**src/rtl/regfile_wb_arbiter.sv**
```systemverilog
// regfile_wb_arbiter
//   Shares the register file's single write port between two writeback
//   requesters (A = ALU, B = load return). Round-robin arbitration with
//   a valid/ready handshake per requester, a registered write port with
//   1-cycle latency, and a pending-write scoreboard that decode queries
//   to stall on RAW hazards.
//
// Ports
//   clk, rst            clock; synchronous active-low reset
//   a_valid/a_rd/a_data requester A request; a_ready = A granted this cycle
//   b_valid/b_rd/b_data requester B request; b_ready = B granted this cycle
//   issue_valid/issue_rd decode marks issue_rd as having a write in flight
//   flush               clears the scoreboard (write port unaffected)
//   chk_rs1/chk_rs2     decode source queries; stall if either is pending
//   regwrite/rd/write_data  registered write port to the regfile
module regfile_wb_arbiter #(
  parameter  int REG_COUNT = 32,
  parameter  int XLEN      = 32,
  localparam int IW        = $clog2(REG_COUNT)
) (
  input  logic            clk,
  input  logic            rst,
  input  logic            a_valid,
  input  logic [IW-1:0]   a_rd,
  input  logic [XLEN-1:0] a_data,
  output logic            a_ready,
  input  logic            b_valid,
  input  logic [IW-1:0]   b_rd,
  input  logic [XLEN-1:0] b_data,
  output logic            b_ready,
  input  logic            issue_valid,
  input  logic [IW-1:0]   issue_rd,
  input  logic            flush,
  input  logic [IW-1:0]   chk_rs1,
  input  logic [IW-1:0]   chk_rs2,
  output logic            stall,
  output logic            regwrite,
  output logic [IW-1:0]   rd,
  output logic [XLEN-1:0] write_data
);

  typedef struct packed {
    logic            valid;
    logic [IW-1:0]   rd;
    logic [XLEN-1:0] data;
  } wb_req_t;

  logic                 last_b;   // 1: B won the most recent transfer
  logic [REG_COUNT-1:0] pending;
  logic [REG_COUNT-1:0] pending_nxt;
  wb_req_t              gnt;
  logic                 xfer;

  // Ready depends only on valids, last_b and rst -- never on rd/data.
  // Gating with rst keeps both requesters stalled during reset.
  assign a_ready = rst & a_valid & (~b_valid | last_b);
  assign b_ready = rst & b_valid & (~a_valid | ~last_b);
  assign xfer    = a_ready | b_ready;

  always_comb begin
    gnt = '0;
    if (a_ready)      gnt = '{valid: 1'b1, rd: a_rd, data: a_data};
    else if (b_ready) gnt = '{valid: 1'b1, rd: b_rd, data: b_data};
  end

  // Scoreboard next state. Issue is applied after the transfer clear so a
  // same-register issue/writeback at one edge leaves the newer producer
  // outstanding. Flush wipes everything, including that edge's issue.
  always_comb begin
    pending_nxt = pending;
    if (flush) begin
      pending_nxt = '0;
    end else begin
      if (gnt.valid)                    pending_nxt[gnt.rd]   = 1'b0;
      if (issue_valid && issue_rd != '0) pending_nxt[issue_rd] = 1'b1;
    end
    pending_nxt[0] = 1'b0;
  end

  always_ff @(posedge clk) begin
    if (!rst) begin
      regwrite   <= 1'b0;
      rd         <= '0;
      write_data <= '0;
      last_b     <= 1'b1;
      pending    <= '0;
    end else begin
      // x0 writes consume the grant but never reach the regfile.
      regwrite <= gnt.valid && (gnt.rd != '0);
      if (xfer) begin
        rd         <= gnt.rd;
        write_data <= gnt.data;
        last_b     <= b_ready;
      end
      pending <= pending_nxt;
    end
  end

  // No bypass of an incoming transfer: the bit drops when regwrite is
  // presented, one cycle after the grant edge.
  assign stall = ((chk_rs1 != '0) && pending[chk_rs1]) ||
                 ((chk_rs2 != '0) && pending[chk_rs2]);

endmodule

```
**config.mk**
```make
export PLATFORM = sky130hd
export DESIGN_NAME = regfile_wb_arbiter
export DESIGN_NICKNAME = d
export VERILOG_FILES = /design/src/rtl/regfile_wb_arbiter.sv
export SDC_FILE = /design/constraint.sdc
export NUM_CORES = 1
export LEC_CHECK = 0
export ABC_AREA = 1
export CAP_MARGIN = 10
export CORE_MARGIN = 2
export CORE_UTILIZATION = 35
export CTS_BUF_LIST = sky130_fd_sc_hd__clkbuf_2
export CTS_CLUSTER_DIAMETER = 200
export DETAILED_ROUTE_END_ITERATION = 7
export PLACE_DENSITY = 0.71
export SYNTH_ARGS = -nofsm -noshare
export SYNTH_HDL_FRONTEND = slang
export SYNTH_SLANG_ARGS = --single-unit
```
**constraint.sdc**
```tcl
create_clock -name clk -period 2.6 [get_ports clk]
set_input_delay 0.65 -clock clk [delete_from_list [all_inputs] [get_ports clk]]
set_output_delay 0.65 -clock clk [all_outputs]
set_load 0.1 [all_outputs]
```
### After elaboration in Yosys (flattened, before gate mapping)

Index checks and enable logic that the tools add are counted.
Widths: inputs -> output; s select.

* $add $sub $neg: 0
* $mul: 0
* divide/modulo/power cells: 0
* $lt $le $gt $ge: 6
* equal/unequal tests: 0
* shift operators: 0
* multiplexer cells: 13
* bitwise logic cells: 14
* reduce and logical (&&, ||, !) cells: 12

Operators by type and width (number)
* $mux 32: 3
* $mux 38: 2
* $and 32x32->32: 1
* $not 32->32: 1
* $or 32x32->32: 1
* $lt 5x6->1 const B: 4
* $reduce_bool 5->1: 4
* $bmux 1 s5: 2
* $demux 1 s5: 2
* $ge 5x1->1 const B: 2
* $logic_and 1x1->1: 6
* $and 1x1->1: 4
* $mux 1: 4
* $not 1->1: 4
* $or 1x1->1: 3
* $reduce_or 2->1: 1
* $logic_or 1x1->1: 1

* register bits: 71
* bits in latches: 0
* memory bits (writable): 0
* bits in read-only memories: 0
* input port bits: 95
* output and inout bits: 41
* logic and storage cells: 51
* memories: 0

### Depth between registers and ports, before layout

* word-level depth: 15
* gate-level depth with buffers: 13
* depth with buffers taken out: 12

### Least setup slack after synthesis

OpenSTA, ideal clock, no wires.

* kind: in2out
* start point: input port chk_rs1[0]
* end point: output port stall
* data arrival time: 2107 ps
* data required time: 1950 ps
* slack: -157 ps
* stages: 12
* path buffers: 2
* cells stage by stage: buf_2 inv_1 buf_4 nand2_1 nand3_1 nand2_1 nand2_1 nand3_1 nand3_1 nand2_1 inv_1 nand2_1

* cells in the longest elaborated chain, start to end: 4

Ends and longest elaborated chain
* from (decl): RTL line 34 `input logic [IW-1:0] chk_rs1,`
* $bmux 1 s5: RTL line 101 `assign stall = ((chk_rs1 != '0) && pending[chk_rs1]) ||`
* $mux 1 (not written as such): RTL line 101
* $logic_and 1x1->1 (*): RTL line 101
* $logic_or 1x1->1 (*): RTL line 101
* to (decl): RTL line 36 `output logic stall,`

Every way passes the cells marked *; elsewhere a longest branch is shown, timed or not. The select of a mux whose other input is x is not followed.

### Worst setup path after layout

* start point: input port chk_rs2[2]
* end point: output port stall

* cells in the longest elaborated chain, start to end: 4

Ends and longest elaborated chain
* from (decl): RTL line 35 `input logic [IW-1:0] chk_rs2,`
* $bmux 1 s5: RTL line 102 `((chk_rs2 != '0) && pending[chk_rs2]);`
* $mux 1 (not written as such): RTL line 102
* $logic_and 1x1->1 (*): RTL line 102
* $logic_or 1x1->1 (*): RTL line 101

Marks and branches as above.

==> metrics.cfg <==
[status]
outcome=complete, no violations

[floorplanning]
dieArea_um2=11500
start_util_pct=36.0
coreArea_um2=10300
fp-row-count=37
io_pins=136
die_x_um=107
die_h_um=107

[timing]
hold_viol=0
setup_tns_ps=0
period_share_pct=95.7
period_needed_ps=2490
drv_slew=0
setup_viol=0
max_freq_mhz=402
relSlewSlack_pct=59.0
skew_ps=24.7
worstMarginPinSlew_ps=610

[cells_and_area]
final_util_pct=54.2
drive_above_1_share_pct=20.1
fill_cells=1010
area_growth_pct=50.5
final_cell_mix=nand2_1 (139), clkdlybuf4s50_1 (86), nor2_1 (74)
nNetsFinal=812
diodes=0
final_common_cell=nand2_1

[global_routing]
antenna_found_initial=0
grt_pass1_vias=4426
overflow=0
grt_util_all_layers_pct=22.7
grt_start_max_net_pins=34
grt_pass1_wl_mm=20.8

[worst_setup_path]
crit_chain=clkdlybuf4s15_1, inv_1, nor2_1, buf_4, nand2_1, nand3_1, nand2_1, nand3_1, nand3_1, nand2_1, inv_1, nand2_2, buf_12
cp-start-kind=input port
cp_top_family=buffers and inverters
critical-path-max-stage-delay_ps=230
required_ps=1950
end_kind=output port
cp_max_fo=4
crit_path_top_delay_cell=clkdlybuf4s15_1
crit_type=input port to output port
cp.arrival_ps=1840
cp.buffers_inverters=5

[min_path]
hold_path_class=flop to flop

[clock_network]
root_buffer=clkbuf_2
hold_buffers=0
clk_pin_slew_ps=170
clock-sinks=70
cts.htree.levels=3
clock_path_buffers=2
worstSkewPairLatency_ps=500
cts_tree=done
cts_buffers=9

[route]
routed.top_layer=met4
met2WireLength_mm=6.04
via_count=4313
drtPass1Iterations=7
ant_nets=0
wl_met3_um=892
routed_wl_mm=12.6
initialDrtViolationCount=283
drc=0
wl_per_cell_um=14.7
via_per_inst=5.03
m1WireLength_mm=5.38

[yosys]
synth-seq-cells=70
yosys.area.top_type_share_pct=37.7
yosys.area.top_type=dfxtp_1
syn_inst=561
synth_area_leaders=dfxtp_1 (38%), nand2_1 (15%), nand3_1 (8.1%)
yosys_warnings=0
ys_types=27
seq_area_frac_synth_pct=37.7
syn_area_um2=3720
syn_area_per_cell_um2=6.63
synth_nets=656

[job]
drv_cap=0

[power_and_ir_drop]
leakage_nw=2.44
vdd_ir_drop_max_v=0.000389
report.power.total_w=0.00313
power_density_nw_per_um2=559

[placed_design]
hpwlAfterDp_mm=9.82
port_buffers=135
gp_congestion=0.910

registers in the layout (all words and copies together), names as in the netlist:
name        flops
last_b          1
rd              5
regwrite        1
write_data     32
pending        31
Yosys cell counts:
cell      number
a21oi_4        1
buf_2          8
nand2_2        9
o221ai_1      32
clkbuf_1       7
nor3_1         2
buf_6          2
or2_1          1
a21oi_2        4
o21ai_0       14
nand2_4        3
a21oi_1       32
nor2_2         3
buf_1          1
nor4_1         2
inv_2          4
nor2_1        75
dfxtp_1       70
inv_1         61
nand2_1      147
o211ai_1       3
nand3_1       60
o21ai_1        9
a31oi_1        2
nand4_1        2
nor2_4         1
buf_4          6
path summary, 6_finish.rpt:
check                      start                      to  slack (ps)  depth (start not counted)
max                   chk_rs2[2]                   stall         110                         13
min           rd[4]$_SDFFE_PN0P_      rd[4]$_SDFFE_PN0P_         480                          2
max reg2reg  last_b$_SDFFE_PN1P_  pending[15]$_SDFF_PP0_         990                          8
min reg2reg   rd[4]$_SDFFE_PN0P_      rd[4]$_SDFFE_PN0P_         480                          2
layout make-up:
cell class	instances	area, um^2	share of cell area (%)
clock buffers	10	50.0	0.894
inverters	65	251	4.49
well taps	136	170	3.04
multi-input cells	402	2000	35.7
clock inverters	6	133	2.37
repair buffers	169	1590	28.3
flip-flops and latches	70	1410	25.1
metal layers:
metal	up-vias	global-route usage, %
li1	2161	-
met1	1979	27.5
met2	143	37.7
met3	30	5.78
met4	0	10.2
met5	-	0
stage by stage:
| stage | setup WS [ps] | cell area, um^2 | hold WS (ps) | std cells |
|---|---|---|---|---|
| floorplan | 99.2 | 3720 | 439 | 561 |
| global placement | -330 | 5250 | 451 | 834 |
| detailed placement | -352 | 5250 | 454 | 834 |
| CTS | 11.5 | 5480 | 481 | 854 |
| global route | -13.1 | 5600 | 506 | 858 |
| finish | 111 | 5600 | 479 | 858 |
worst reg2reg max path: cells and delay by family, from the launching register on:
| kind | cells | cell delay, ps |
|---|---|---|
| AO/OA/AOI/OAI | 2 | 370 |
| buffers and inverters | 1 | 80 |
| flip-flops | 1 | 350 |
| AND/OR/NAND/NOR | 5 | 720 |
where the power goes:
group          total [W]  internal [W]  switching, W
Combinational    0.00106      0.000340      0.000716
Sequential       0.00116       0.00113     0.0000294
Clock           0.000912      0.000516      0.000396
Total            0.00313       0.00199       0.00114
cell families after synthesis:
| logic type | Yosys count | share of synthesized area [%] |
|---|---|---|
| buffers and inverters | 89 | 10.3 |
| AND/OR/NAND/NOR | 305 | 34.8 |
| flip-flops | 70 | 37.7 |
| AO/OA/AOI/OAI | 97 | 17.3 |
timing repair:
action / CTS / global route
gates resized for setup: 18 / 36
buffers inserted: 4 / 3
endpoints found under the setup margin: 1 / 1
gates cloned: 0 / 1
pin swaps: 1 / 15
(Power assumes the default switching activity.)
